**config.mk**
```make
export PLATFORM = sky130hd
export DESIGN_NAME = posit_decode_arbiter_flat
export DESIGN_NICKNAME = d
export VERILOG_FILES = /design/src/rtl/posit_decode_arbiter_pkg.sv /design/src/rtl/posit_decode_arbiter_if.sv /design/src/rtl/posit_decode_arbiter_rr.sv /design/src/rtl/posit_variable_decode.sv /design/src/rtl/posit_decode_arbiter.sv /design/src/flat_wrapper.sv
export SDC_FILE = /design/constraint.sdc
export NUM_CORES = 1
export LEC_CHECK = 0
export CAP_MARGIN = 25
export CORE_ASPECT_RATIO = 0.7
export CORE_MARGIN = 2
export CORE_UTILIZATION = 55
export DETAILED_ROUTE_END_ITERATION = 16
export PLACE_DENSITY = 0.86
export SETUP_SLACK_MARGIN = 0.2
export SYNTH_ARGS = -nofsm -noshare
export SYNTH_HDL_FRONTEND = slang
export SYNTH_SLANG_ARGS = --single-unit
export TNS_END_PERCENT = 10
```
**constraint.sdc**
```tcl
create_clock -name clk -period 21.3 [get_ports clk]
set_input_delay 5.325 -clock clk [delete_from_list [all_inputs] [get_ports clk]]
set_output_delay 5.325 -clock clk [all_outputs]
set_load 0.02 [all_outputs]
```
**src/rtl/posit_decode_arbiter_pkg.sv**
```systemverilog
// Shared posit types and helpers for the decode arbiter slice.
package posit_types;

  typedef enum logic {
    SIGN_POS = 1'b0,
    SIGN_NEG = 1'b1
  } sign_t;

  // Tag width for n requesters; never returns less than one bit.
  function automatic int clog2_min1(input int n);
    return (n <= 2) ? 1 : $clog2(n);
  endfunction

endpackage

```
**src/rtl/posit_decode_arbiter_if.sv**
```systemverilog
// Requester and result bus of posit_decode_arbiter. out_zero/out_nar exist
// only when POSIT_DECODE_SPECIAL_EN is defined.
interface posit_decode_arbiter_if
  import posit_types::*;
#(
  parameter int NUM_REQ = 4,
  parameter int width   = 32
);
  localparam int ID_W = clog2_min1(NUM_REQ);

  // A transfer happens on a rising clk edge where valid && ready; the source
  // holds nothing stable for us (req_valid may drop unaccepted), the sink
  // holds out_* stable while out_valid && !out_ready.
  logic [NUM_REQ-1:0]       req_valid;
  logic [NUM_REQ-1:0]       req_ready;
  logic [NUM_REQ*width-1:0] req_p;
  logic                     out_valid;
  logic                     out_ready;
  logic [ID_W-1:0]          out_id;
  sign_t                    out_sign;
  logic signed [width-2:0]  out_regime;
  logic signed [width-2:0]  out_exp;
  logic [width-2:0]         out_frac;
`ifdef POSIT_DECODE_SPECIAL_EN
  logic                     out_zero;
  logic                     out_nar;

  modport master (output req_valid, req_p, out_ready,
                  input  req_ready, out_valid, out_id, out_sign, out_regime,
                         out_exp, out_frac, out_zero, out_nar);
  modport slave  (input  req_valid, req_p, out_ready,
                  output req_ready, out_valid, out_id, out_sign, out_regime,
                         out_exp, out_frac, out_zero, out_nar);
`else
  modport master (output req_valid, req_p, out_ready,
                  input  req_ready, out_valid, out_id, out_sign, out_regime,
                         out_exp, out_frac);
  modport slave  (input  req_valid, req_p, out_ready,
                  output req_ready, out_valid, out_id, out_sign, out_regime,
                         out_exp, out_frac);
`endif
endinterface

```
**src/rtl/posit_decode_arbiter_rr.sv**
```systemverilog
// Combinational round-robin picker: first asserted req at or after ptr.
module posit_rr_arbiter
  import posit_types::*;
#(
  parameter int NUM_REQ = 4,
  parameter int ID_W    = clog2_min1(NUM_REQ)
) (
  input  logic [NUM_REQ-1:0] req,
  input  logic [ID_W-1:0]    ptr,
  input  logic               en,
  output logic [NUM_REQ-1:0] grant,
  output logic [ID_W-1:0]    grant_idx,
  output logic               grant_any
);
  logic [ID_W:0]   cand_full;
  logic [ID_W-1:0] cand;

  always_comb begin
    grant     = '0;
    grant_idx = '0;
    grant_any = 1'b0;
    cand_full = '0;
    cand      = '0;
    for (int k = 0; k < NUM_REQ; k++) begin
      cand_full = {1'b0, ptr} + (ID_W+1)'(k);
      if (cand_full >= (ID_W+1)'(NUM_REQ)) cand_full = cand_full - (ID_W+1)'(NUM_REQ);
      cand = cand_full[ID_W-1:0];
      if (en && !grant_any && req[cand]) begin
        grant[cand] = 1'b1;
        grant_idx   = cand;
        grant_any   = 1'b1;
      end
    end
  end
endmodule

```
**src/rtl/posit_variable_decode.sv**
```systemverilog
// Combinational posit field decoder: sign, regime k, es-bit exponent and
// left-aligned fraction (hidden bit not included).
module posit_variable_decode
  import posit_types::*;
#(
  parameter int width = 32,
  parameter int es    = 2
) (
  input  logic [width-1:0]        p,
  output sign_t                   sign,
  output logic signed [width-2:0] regime,
  output logic signed [width-2:0] exp,
  output logic [width-2:0]        frac
);
  localparam int W1 = width - 1;

  logic [width-1:0] mag;
  logic [W1-1:0]    body;
  logic [W1-1:0]    rem;
  logic [W1-1:0]    run;
  logic             run_done;

  always_comb begin
    sign     = sign_t'(p[width-1]);
    mag      = p[width-1] ? (~p + width'(1)) : p;
    body     = mag[W1-1:0];
    run      = '0;
    run_done = 1'b0;
    for (int i = W1 - 1; i >= 0; i--) begin
      if (!run_done && (body[i] == body[W1-1])) run = run + W1'(1);
      else                                      run_done = 1'b1;
    end
    regime = body[W1-1] ? $signed(run - W1'(1)) : -$signed(run);
    // Drop the regime run and its terminator; a full-length run leaves nothing.
    rem = body << (run + W1'(1));
    exp = '0;
    exp[es-1:0] = rem[W1-1 -: es];
    frac = rem << es;
  end
endmodule

```
**src/rtl/posit_decode_arbiter.sv**
```systemverilog
// Round-robin shared posit decoder with a 2-stage valid/ready pipeline.
// Optional zero/NaR flags: define POSIT_DECODE_SPECIAL_EN.
module posit_decode_arbiter
  import posit_types::*;
#(
  parameter int NUM_REQ = 4,
  parameter int width   = 32,
  parameter int es      = 2
) (
  input  logic                          clk,
  input  logic                          rst_n,
  posit_decode_arbiter_if.slave         bus
);
  localparam int ID_W = clog2_min1(NUM_REQ);

  logic                    s1_valid;
  logic [width-1:0]        s1_p;
  logic [ID_W-1:0]         s1_id;
  logic [ID_W-1:0]         rr_ptr;
  logic [NUM_REQ-1:0]      gnt;
  logic [ID_W-1:0]         gnt_idx;
  logic                    gnt_any;
  logic                    s1_adv;
  logic                    s2_adv;
  sign_t                   dec_sign;
  logic signed [width-2:0] dec_regime;
  logic signed [width-2:0] dec_exp;
  logic [width-2:0]        dec_frac;
  logic                    special;

  assign s2_adv        = !bus.out_valid || bus.out_ready;
  assign s1_adv        = !s1_valid || s2_adv;
  assign bus.req_ready = gnt;

  posit_rr_arbiter #(.NUM_REQ(NUM_REQ), .ID_W(ID_W)) u_arb (
    .req       (bus.req_valid),
    .ptr       (rr_ptr),
    .en        (s1_adv),
    .grant     (gnt),
    .grant_idx (gnt_idx),
    .grant_any (gnt_any)
  );

  posit_variable_decode #(.width(width), .es(es)) u_dec (
    .p      (s1_p),
    .sign   (dec_sign),
    .regime (dec_regime),
    .exp    (dec_exp),
    .frac   (dec_frac)
  );

`ifdef POSIT_DECODE_SPECIAL_EN
  localparam logic [width-1:0] NAR_P = {1'b1, {(width-1){1'b0}}};
  logic is_zero, is_nar;
  assign is_zero = (s1_p == '0);
  assign is_nar  = (s1_p == NAR_P);
  assign special = is_zero || is_nar;

  always_ff @(posedge clk or negedge rst_n) begin
    if (!rst_n) begin
      bus.out_zero <= 1'b0;
      bus.out_nar  <= 1'b0;
    end else if (s2_adv) begin
      bus.out_zero <= is_zero;
      bus.out_nar  <= is_nar;
    end
  end
`else
  assign special = 1'b0;
`endif

  // S1: granted operand register and round-robin pointer.
  always_ff @(posedge clk or negedge rst_n) begin
    if (!rst_n) begin
      s1_valid <= 1'b0;
      s1_p     <= '0;
      s1_id    <= '0;
      rr_ptr   <= '0;
    end else if (gnt_any) begin
      s1_valid <= 1'b1;
      s1_p     <= bus.req_p[gnt_idx*width +: width];
      s1_id    <= gnt_idx;
      rr_ptr   <= (gnt_idx == ID_W'(NUM_REQ - 1)) ? '0 : gnt_idx + ID_W'(1);
    end else if (s1_adv) begin
      s1_valid <= 1'b0;
    end
  end

  // S2: decoded-field register driving the result bus.
  always_ff @(posedge clk or negedge rst_n) begin
    if (!rst_n) begin
      bus.out_valid  <= 1'b0;
      bus.out_id     <= '0;
      bus.out_sign   <= SIGN_POS;
      bus.out_regime <= '0;
      bus.out_exp    <= '0;
      bus.out_frac   <= '0;
    end else if (s2_adv) begin
      bus.out_valid  <= s1_valid;
      bus.out_id     <= s1_id;
      bus.out_sign   <= dec_sign;
      bus.out_regime <= special ? '0 : dec_regime;
      bus.out_exp    <= special ? '0 : dec_exp;
      bus.out_frac   <= special ? '0 : dec_frac;
    end
  end
endmodule

```
**src/flat_wrapper.sv**
```systemverilog
// flat-port wrapper written by rule: the top's interface ports become plain ports
module posit_decode_arbiter_flat import posit_types::*;
#(
  parameter int NUM_REQ = 4,
  parameter int width   = 32,
  parameter int es      = 2
)
  (clk, rst_n, bus_req_valid, bus_req_p, bus_out_ready, bus_req_ready, bus_out_valid, bus_out_id, bus_out_sign, bus_out_regime, bus_out_exp, bus_out_frac);
  posit_decode_arbiter_if #(.NUM_REQ(NUM_REQ), .width(width)) bus_i ();
  input  logic clk;
  input  logic rst_n;
  input wire logic [$bits(bus_i.req_valid)-1:0] bus_req_valid;
  input wire logic [$bits(bus_i.req_p)-1:0] bus_req_p;
  input wire logic [$bits(bus_i.out_ready)-1:0] bus_out_ready;
  output wire logic [$bits(bus_i.req_ready)-1:0] bus_req_ready;
  output wire logic [$bits(bus_i.out_valid)-1:0] bus_out_valid;
  output wire logic [$bits(bus_i.out_id)-1:0] bus_out_id;
  output wire logic [$bits(bus_i.out_sign)-1:0] bus_out_sign;
  output wire logic [$bits(bus_i.out_regime)-1:0] bus_out_regime;
  output wire logic [$bits(bus_i.out_exp)-1:0] bus_out_exp;
  output wire logic [$bits(bus_i.out_frac)-1:0] bus_out_frac;
  assign bus_i.req_valid = bus_req_valid;
  assign bus_i.req_p = bus_req_p;
  assign bus_i.out_ready = bus_out_ready;
  assign bus_req_ready = bus_i.req_ready;
  assign bus_out_valid = bus_i.out_valid;
  assign bus_out_id = bus_i.out_id;
  assign bus_out_sign = bus_i.out_sign;
  assign bus_out_regime = bus_i.out_regime;
  assign bus_out_exp = bus_i.out_exp;
  assign bus_out_frac = bus_i.out_frac;
  posit_decode_arbiter #(.NUM_REQ(NUM_REQ), .width(width), .es(es)) u_core (.clk(clk), .rst_n(rst_n), .bus(bus_i));
endmodule
```
==> flow_summary.ini, run 1 <==
[worst_setup_path]
cpMostUsedCell = ha_1
crit_fanout = 24
max_stage_delay_ps = 510
critPathRequiredTime_ps = 21550
cp-start-kind = flop
worstSetupPathType = reg -> reg
cp-end-kind = flop
critical_path.startpoint = u_core.s1_p[0]$_DFFE_PN0P_
cp.arrival_ps = 20280
r2r-start = u_core.s1_p[0]$_DFFE_PN0P_
slowest_stage = mux4_2

[clock_network]
cts_tree = built
clk_latency_ps = 370
cts-buffers-inserted = 9
cts_sinks = 103
cts_max_path_buffers = 2
clk_pin_slew_worst_paths_ps = 80
cts_root_buffer = clkbuf_16
htree_levels = 3

[synthesis]
ys_top_cells_by_area = dfrtp_1 20%, nand2_1 11%, xnor2_1 6.1%
synthAdderAreaFrac_pct = 3.70
synth_top_family_by_area = simple AND/OR/NAND/NOR gates
ys.flop_type = dfrtp_1
synth_compound_area_share_pct = 23.2
yosysMostFrequentCell = nand2_1
synth_edf_count = 0
synth_warnings = 0
yosys.area.top_type_share_pct = 20.1
yosys_register_bits = 103
yosys.area_share.simple_pct = 28.7
synth_xor_area_share_pct = 11.9
muxShareOfSynthArea_pct = 6.38
syn_area_sq_um = 12800
synth_top_cell_by_area = dfrtp_1
yosysSeqAreaShare_pct = 20.1
synth_cell_types = 110
avgSynthCellArea_sq_um = 7.32
synth_cells = 1754
synth_common_cells = 374 x nand2_1, 138 x o21ai_0, 120 x nor2_1
synthArstFlopShare_pct = 100

[cells_and_area]
syn_to_final_growth_pct = 21.5
drive_gt1_share_pct = 8.46
nNetsFinal = 2067
n_antenna_cell = 0
fin_cells = 2216

[placed_design]
dp_cells = 2187
hpwl_mm = 32.0
portBuffers = 204
gp_congestion = 0.992
dp_slack_ps = 625

[sta]
clock_skew_ps = 12.3
tightest_slew_ps = 1040
final.min_clock_period_ps = 20040
final.setup.worst_slack_ps = 1260
setup_tns_ps = 0
rsz0062_at_grt = no
finalSetupViolations = 0
max_freq_ghz = 0.0499
slew_viol_final = 0
hold_viol = 0
fin_crit_sh_pct = 94.1
slew_headroom_pct = 30.4

[floorplan]
boundaryPins = 236
die_area_sq_um = 24600
row_count = 46
die-width_um = 187
start_util_pct = 56.3
die_h_um = 132
core-area_sq_um = 22800

[routing]
postRouteAntennaNets = 0
drt_iter0_drc = 1609
vias = 13830
first_pass_iters = 6
drc = 0
wl_per_cell_um = 19.1
drt_wl_total_mm = 42.3
avgViaCountPerCell = 6.24

[global_routing]
antenna_found_initial = 0
grt_max_degree = 81
grt_remaining_overflow = 0
grt_pass1_wl_mm = 65.6
grt_use_total_pct = 32.4
grt_pass1_vias = 12551

[flow_run]
cap_violations = 0

[min_path]
hold_path_class = reg -> reg
hp-start = u_core.bus.out_regime[27]$_DFFE_PN0P_

[status]
outcome = finished clean
-- repair_timing --
item	CTS	global route
hold buffers	0	0
gates resized for setup	0	39
setup buffers	0	11
setup endpoints to repair	0	57
-- path summary, 6_finish.rpt --
path / endpoint / slack [ps] / cells past startpoint
setup / recovery: u_core.bus.out_exp[0]$_DFFE_PN0P_ / 1260 / 99
hold / removal: u_core.bus.out_regime[27]$_DFFE_PN0P_ / 490 / 1
setup reg to reg: u_core.bus.out_exp[0]$_DFFE_PN0P_ / 1260 / 99
hold reg to reg: u_core.bus.out_regime[27]$_DFFE_PN0P_ / 490 / 1
max in group asynchronous: u_core.s1_p[1]$_DFFE_PN0P_ / 15570 / 3
min in group asynchronous: u_core.bus.out_regime[10]$_DFFE_PN0P_ / 4840 / 1
-- placed cells by master, fill, tap and decap left out, types with 18 or more instances in the layout --
master / count
nor4_1: 18
inv_1: 33
nand3_1: 74
nor2_1: 119
buf_4: 22
nand2b_1: 23
and3_1: 22
a21o_1: 33
mux2i_1: 60
nor3_1: 43
clkdlybuf4s50_1: 203
a21oi_1: 65
ha_1: 30
dfrtp_1: 101
or3_1: 19
xor2_1: 34
nand2_1: 373
xnor2_1: 84
conb_1: 31
o21ai_0: 136
-- layout make-up --
class / instances / area [sq um]
inverter: 36 / 138
multi-input combinational: 1518 / 9860
clock buffer: 9 / 225
fill: 1907 / 7200
clock inverter: 7 / 95.1
timing repair buffer: 231 / 2310
sequential: 103 / 2580
tap: 312 / 390
-- per-stage QoR --
step / area, sq um / util [%] / hold WS (ps)
floorplan: 12900 / - / 446
global placement: 14900 / 65.5 / 458
detailed placement: 14900 / 65.5 / 465
CTS: 15300 / 66.9 / 483
global route: 15600 / 68.4 / 490
finish: 15600 / 68.4 / 486
-- worst max-delay path: cells and delay by family, from the launching register on --
kind,cells,cell delay [ps]
buffers and inverters,10,1260
and+or+nand+nor,20,2740
muxes,8,2110
DFF,1,450
xor gates and xnor gates,2,360
adders and majority gates,28,8400
AOI/OAI and AO/OA,31,4610
-- state kept, by name, summed over array words and instances, names as in the netlist, named ones only --
signal / cells
u_core.bus.out_sign: 1
u_core.s1_p: 32
u_core.bus.out_regime: 31
u_core.rr_ptr: 1
u_core.bus.out_valid: 1
u_core.bus.out_exp: 2
u_core.s1_id: 2
u_core.bus.out_id: 2
u_core.bus.out_frac: 29
u_core.s1_valid: 1
-- kinds of logic (layout without fill, tap and decap cells) --
family          count (synthesis)  count (layout)
compound gates                437             437
buf+inv                       164             283
other cells                     1              31
xor+xnor                      148             149
flops                         103             103
mux                            75              75
fa+ha+maj                      39              39
simple gates                  787             787
-- routing by layer --
layer | vias to the layer above | track usage [%] | share of wire, %
li1 | 6491 | - | -
met1 | 6545 | 46.5 | 43
met2 | 718 | 51.6 | 45
met3 | 76 | 5.27 | 9.4
met4 | 0 | 6.79 | 2.0
met5 | - | 0 | 0
Power of run 1 is not shown: default switching activity piles up to over one toggle a cycle in this logic, so the estimate is an artifact.
==> run 2, diff against run 1 <==
--- a/config.mk
+++ b/config.mk
@@ -5,12 +5,13 @@
 export SDC_FILE = /design/constraint.sdc
 export NUM_CORES = 1
 export LEC_CHECK = 0
+export ABC_AREA = 1
 export CAP_MARGIN = 25
 export CORE_ASPECT_RATIO = 0.7
 export CORE_MARGIN = 2
 export CORE_UTILIZATION = 55
 export DETAILED_ROUTE_END_ITERATION = 16
-export PLACE_DENSITY = 0.86
+export PLACE_DENSITY = 0.87
 export SETUP_SLACK_MARGIN = 0.2
 export SYNTH_ARGS = -nofsm -noshare
 export SYNTH_HDL_FRONTEND = slang
==> run 2 against run 1 <==
  * Die area down 2.6%
  * Utilization down 2.0 points
  * Via count up 1.9%
  * Largest cell class unchanged
  * Global-route usage about the same
  * Cell count up 15%
  * Sequential share of layout area up 0.75 points
==> flow_summary.ini, run 2 <==
[status]
outcome = finished clean

[routing]
avgViaCountPerCell = 5.54
first_pass_iters = 7
drc = 0
vias = 14098
postRouteAntennaNets = 0
wl_per_cell_um = 15.3
drt_wl_total_mm = 39.0
drt_iter0_drc = 1559

[global_routing]
grt_remaining_overflow = 0
use_met2_pct = 52.8
met1_usage_pct = 43.7
use_met3_pct = 7.14
busiest_layer = met2
grt_pass1_wl_mm = 62.2
grt_use_total_pct = 32.3
grt_max_degree = 77
grt_pass1_vias = 12847
antenna_found_initial = 1

[placed_design]
gp_congestion = 0.944
placed_area_sq_um = 14600
hpwl_mm = 31.5
portBuffers = 204

[worst_setup_path]
r2r-start = u_core.s1_p[0]$_DFFE_PN0P_
cp-end-kind = flop
cp.arrival_ps = 20040
critPathRequiredTime_ps = 21600
max_stage_delay_ps = 480
crit_fanout = 42
reg2reg_setup_slack_ps = 1550
r2r_end = u_core.bus.out_frac[29]$_DFFE_PN0P_
rr_worst_depth = 113
slowest_stage = inv_1
worstSetupPathType = reg -> reg
cp-start-kind = flop
cpMostUsedCell = nand2_1

[min_path]
hold_path_class = reg -> reg
hp-start = u_core.s1_valid$_DFFE_PN0P_
hold_end = u_core.bus.out_valid$_DFFE_PN0P_
whs_path_depth = 2

[floorplan]
die-width_um = 184
die_area_sq_um = 24000
row_count = 46
die_h_um = 130
start_util_pct = 55.7
boundaryPins = 236
core-area_sq_um = 22400

[synthesis]
yosysMostFrequentCell = nand2_1
synth_compound_area_share_pct = 10.6
synth_cells = 2096
yosysSeqAreaShare_pct = 20.6
synthAdderAreaFrac_pct = 3.31
yosys_register_bits = 103
yosys.area_share.simple_pct = 50.8
synth_common_cells = 616 x nand2_1, 279 x nand3_1, 208 x nor2_1
synth_warnings = 0
synth_cell_types = 51
yosys.area.top_type_share_pct = 20.6
syn_area_sq_um = 12500
synthArstFlopShare_pct = 100
muxShareOfSynthArea_pct = 0.0801
avgSynthCellArea_sq_um = 5.96
synth_xor_area_share_pct = 3.15
ys.flop_type = dfrtp_1
synth_edf_count = 0
ys_top_cells_by_area = dfrtp_1 21%, nand2_1 19%, nand3_1 11%
synth_top_cell_by_area = dfrtp_1
synth_top_family_by_area = simple AND/OR/NAND/NOR gates

[sta]
fin_crit_sh_pct = 92.7
slew_headroom_pct = 41.0
final.min_clock_period_ps = 19750
slew_viol_final = 0
rsz0062_at_grt = no
setup_tns_ps = 0
tightest_slew_ps = 884
max_freq_ghz = 0.0506
hold_viol = 0
finalSetupViolations = 0
clock_skew_ps = 17.2

[clock_network]
cts_tree = built
cts_sinks = 103
htree_levels = 3
clk_latency_ps = 360
hold_buffers = 0
cts_root_buffer = clkbuf_16
cts_max_path_buffers = 2
cts-buffers-inserted = 9
clk_pin_slew_worst_paths_ps = 80

[cells_and_area]
final_common_cell = nand2_1
reg_top3 = u_core.s1_p (32), u_core.bus.out_regime (31), u_core.bus.out_frac (29)
fin_util_pct = 66.5
design_area_sq_um = 14900
nNetsFinal = 2418
fillCellCount = 2005
drive_gt1_share_pct = 10.6
largest-register = u_core.s1_p
syn_to_final_growth_pct = 19.4
largest_reg_flops = 32
final_cell_mix = 615 x nand2_1, 279 x nand3_1, 206 x nor2_1, 203 x clkdlybuf4s50_1, 202 x inv_1

[flow_run]
cap_violations = 0
run 2: worst max-delay path by stage:
stage | from | endpoint | slack (ps) | depth (start not counted)
floorplan | u_core.s1_p[0]$_DFFE_PN0P_ | u_core.bus.out_frac[17]$_DFFE_PN0P_ | 3780 | 120
global placement | u_core.s1_p[31]$_DFFE_PN0P_ | u_core.bus.out_exp[0]$_DFFE_PN0P_ | 2060 | 107
detailed placement | u_core.s1_p[0]$_DFFE_PN0P_ | u_core.bus.out_frac[25]$_DFFE_PN0P_ | 1370 | 118
CTS | u_core.s1_p[0]$_DFFE_PN0P_ | u_core.bus.out_frac[30]$_DFFE_PN0P_ | 1310 | 118
global route | u_core.s1_p[0]$_DFFE_PN0P_ | u_core.bus.out_frac[6]$_DFFE_PN0P_ | 250 | 118
finish | u_core.s1_p[0]$_DFFE_PN0P_ | u_core.bus.out_frac[29]$_DFFE_PN0P_ | 1550 | 113
run 2: layout make-up:
| class | instances | area [sq um] | share of cell area, % |
|---|---|---|---|
| multi-input combinational | 1685 | 8630 | 57.9 |
| clock inverter | 6 | 63.8 | 0.428 |
| timing repair buffer | 219 | 2170 | 14.6 |
| clock buffer | 10 | 229 | 1.53 |
| sequential | 103 | 2580 | 17.3 |
| antenna | 1 | 2.50 | 0.0168 |
| inverter | 232 | 877 | 5.88 |
| tap | 288 | 360 | 2.42 |
run 2: through the flow:
stage	hold WS (ps)	worst slack, ps	instances
finish	463	1550	2544
global placement	438	2060	2524
global route	486	246	2544
detailed placement	441	1370	2525
CTS	467	1310	2541
floorplan	423	3780	2126
run 2: metal layers:
metal	vias to the layer above	share of wire, %
met5	-	0
met4	0	2.2
met3	60	8.4
met2	539	45
met1	6449	45
li1	7050	-
run 2: logic make-up after synthesis:
| logic type | after synthesis |
|---|---|
| xor gates and xnor gates | 44 |
| other | 1 |
| adders and majority gates | 33 |
| and+or+nand+nor | 1337 |
| AOI/OAI and AO/OA | 239 |
| muxes | 1 |
| buffers and inverters | 338 |
| DFF | 103 |
run 2: worst max-delay path, delay by kind of cell, from the launching register on:
kind	cells	cell delay, ps
AOI/OAI and AO/OA	8	1540
and+or+nand+nor	59	8170
buffers and inverters	18	1930
adders and majority gates	28	7590
DFF	1	370
run 2: timing repair:
item                                    CTS  global route
resized for setup                         0             6
hold endpoints to repair                  0             0
endpoints found under the setup margin    0            31
buffers inserted                          0             2
Power of run 2 is left out for the same reason.
==> run 3, diff against run 2 <==
--- a/config.mk
+++ b/config.mk
@@ -13,6 +13,7 @@
 export DETAILED_ROUTE_END_ITERATION = 16
 export PLACE_DENSITY = 0.87
 export SETUP_SLACK_MARGIN = 0.2
+export SLEW_MARGIN = 10
 export SYNTH_ARGS = -nofsm -noshare
 export SYNTH_HDL_FRONTEND = slang
 export SYNTH_SLANG_ARGS = --single-unit
==> run 3 against run 2 <==
  * Critical path depth unchanged
  * Die area is the same
  * Largest cell class unchanged
  * Critical endpoint unchanged
  * Via count is essentially flat
  * Highest routed layer unchanged
  * Non-clock buffer count rose by 2
==> flow_summary.ini, run 3 (synthesis results as in run 2) <==
[status]
outcome = finished clean

[sta]
hold_viol = 0
slew_viol_final = 0
max_freq_ghz = 0.0510
tightest_slew_ps = 905
setup_tns_ps = 0
finalSetupViolations = 0
final.min_clock_period_ps = 19620
fin_crit_sh_pct = 92.1
clock_skew_ps = 16.9
rsz0062_at_grt = no
slew_headroom_pct = 39.6

[cells_and_area]
nNetsFinal = 2420
fin_util_pct = 66.5
largest_reg_flops = 32
n_antenna_cell = 0
final_common_cell = nand2_1
final_cell_mix = 615 x nand2_1, 279 x nand3_1, 206 x nor2_1, 203 x clkdlybuf4s50_1, 202 x inv_1
drive_gt1_share_pct = 10.7
reg_top3 = u_core.s1_p (32), u_core.bus.out_regime (31), u_core.bus.out_frac (29)
design_area_sq_um = 14900
syn_to_final_growth_pct = 19.5
largest-register = u_core.s1_p

[routing]
wl_met2_mm = 17.9
vias = 14101
avgViaCountPerCell = 5.54
wl_per_cell_um = 15.4
first_pass_iters = 7
postRouteAntennaNets = 0
met1_length_mm = 17.5
wl_met3_mm = 3.25
dr.max_layer_used = met4
drt_wl_total_mm = 39.2
drc = 0
drt_iter0_drc = 1381

[placed_design]
placed_area_sq_um = 14600
portBuffers = 204
gp_congestion = 0.944
hpwl_mm = 31.5

[global_routing]
grt_use_total_pct = 32.3
grt_remaining_overflow = 0
antenna_found_initial = 0
grt_pass1_vias = 12807
grt_pass1_wl_mm = 62.3
grt_max_degree = 77

[floorplan]
die-width_um = 184
start_util_pct = 55.7
row_count = 46
core-area_sq_um = 22400
boundaryPins = 236
die_h_um = 130
die_area_sq_um = 24000

[clock_network]
cts_root_buffer = clkbuf_16
hold_buffers = 0
cts_sinks = 103
cts_tree = built
cts-buffers-inserted = 9
cts_max_path_buffers = 2
htree_levels = 3
clk_latency_ps = 370
clk_pin_slew_worst_paths_ps = 80

[worst_setup_path]
critPathRequiredTime_ps = 21600
cp-end-kind = flop
cp-start-kind = flop
slowest_stage = inv_1
rr_worst_depth = 113
crit_fanout = 42
cpMostUsedCell = nand2_1
max_stage_delay_ps = 500
cp.arrival_ps = 19920
worstSetupPathType = reg -> reg

[flow_run]
cap_violations = 0

[min_path]
hold_path_class = reg -> reg
whs_path_depth = 2
[run 3: cell count changes in the layout (fill, tap and decap cells not counted), sizes merged]
cell and change:
clkinvlp +1, diode -1, buf +2, clkinv -1
[run 3: path summary, 6_finish.rpt]
path,end,slack (ps),startpoint
worst min register to register,u_core.bus.out_valid$_DFFE_PN0P_,460,u_core.s1_valid$_DFFE_PN0P_
worst max register to register,u_core.bus.out_frac[29]$_DFFE_PN0P_,1680,u_core.s1_p[0]$_DFFE_PN0P_
worst max-delay path,u_core.bus.out_frac[29]$_DFFE_PN0P_,1680,u_core.s1_p[0]$_DFFE_PN0P_
min in group asynchronous,u_core.bus.out_regime[9]$_DFFE_PN0P_,4950,rst_n
max in group asynchronous,u_core.s1_p[31]$_DFFE_PN0P_,15140,rst_n
worst min-delay path,u_core.bus.out_valid$_DFFE_PN0P_,460,u_core.s1_valid$_DFFE_PN0P_
[run 3: per-stage QoR]
step / cells / hold slack [ps] / setup WS [ps]
after floorplan: 2126 / 423 / 3780
after global placement: 2524 / 438 / 2060
after detailed placement: 2525 / 441 / 1390
after CTS: 2541 / 467 / 1320
after global routing: 2545 / 481 / 295
final: 2545 / 462 / 1680
[run 3: repair_timing]
item / in CTS / in global routing
hold endpoints to repair: 0 / 0
setup endpoints to repair: 0 / 31
resized for setup: 0 / 6
buffers inserted: 0 / 4
[run 3: worst max-delay path, delay by kind of cell (launching register included)]
| family | cells | cell delay, ps |
|---|---|---|
| fa+ha+maj | 28 | 7540 |
| flops | 1 | 380 |
| buf+inv | 18 | 1980 |
| compound gates | 8 | 1480 |
| simple gates | 59 | 8120 |
[run 3: area by class of cell]
cell class | instances | area (sq um)
flip-flops and latches | 103 | 2580
fillers | 2020 | 7520
inverters | 232 | 877
well taps | 288 | 360
repair buffers | 221 | 2170
multi-input cells | 1685 | 8630
clock buffers | 10 | 239
clock inverters | 6 | 62.6
[run 3: per-layer routing]
layer | track usage, % | vias up
li1 | - | 7058
met1 | 43.9 | 6491
met2 | 54.1 | 511
met3 | 6.48 | 41
met4 | 5.98 | 0
met5 | 0 | -
Power of run 3 is left out for the same reason.
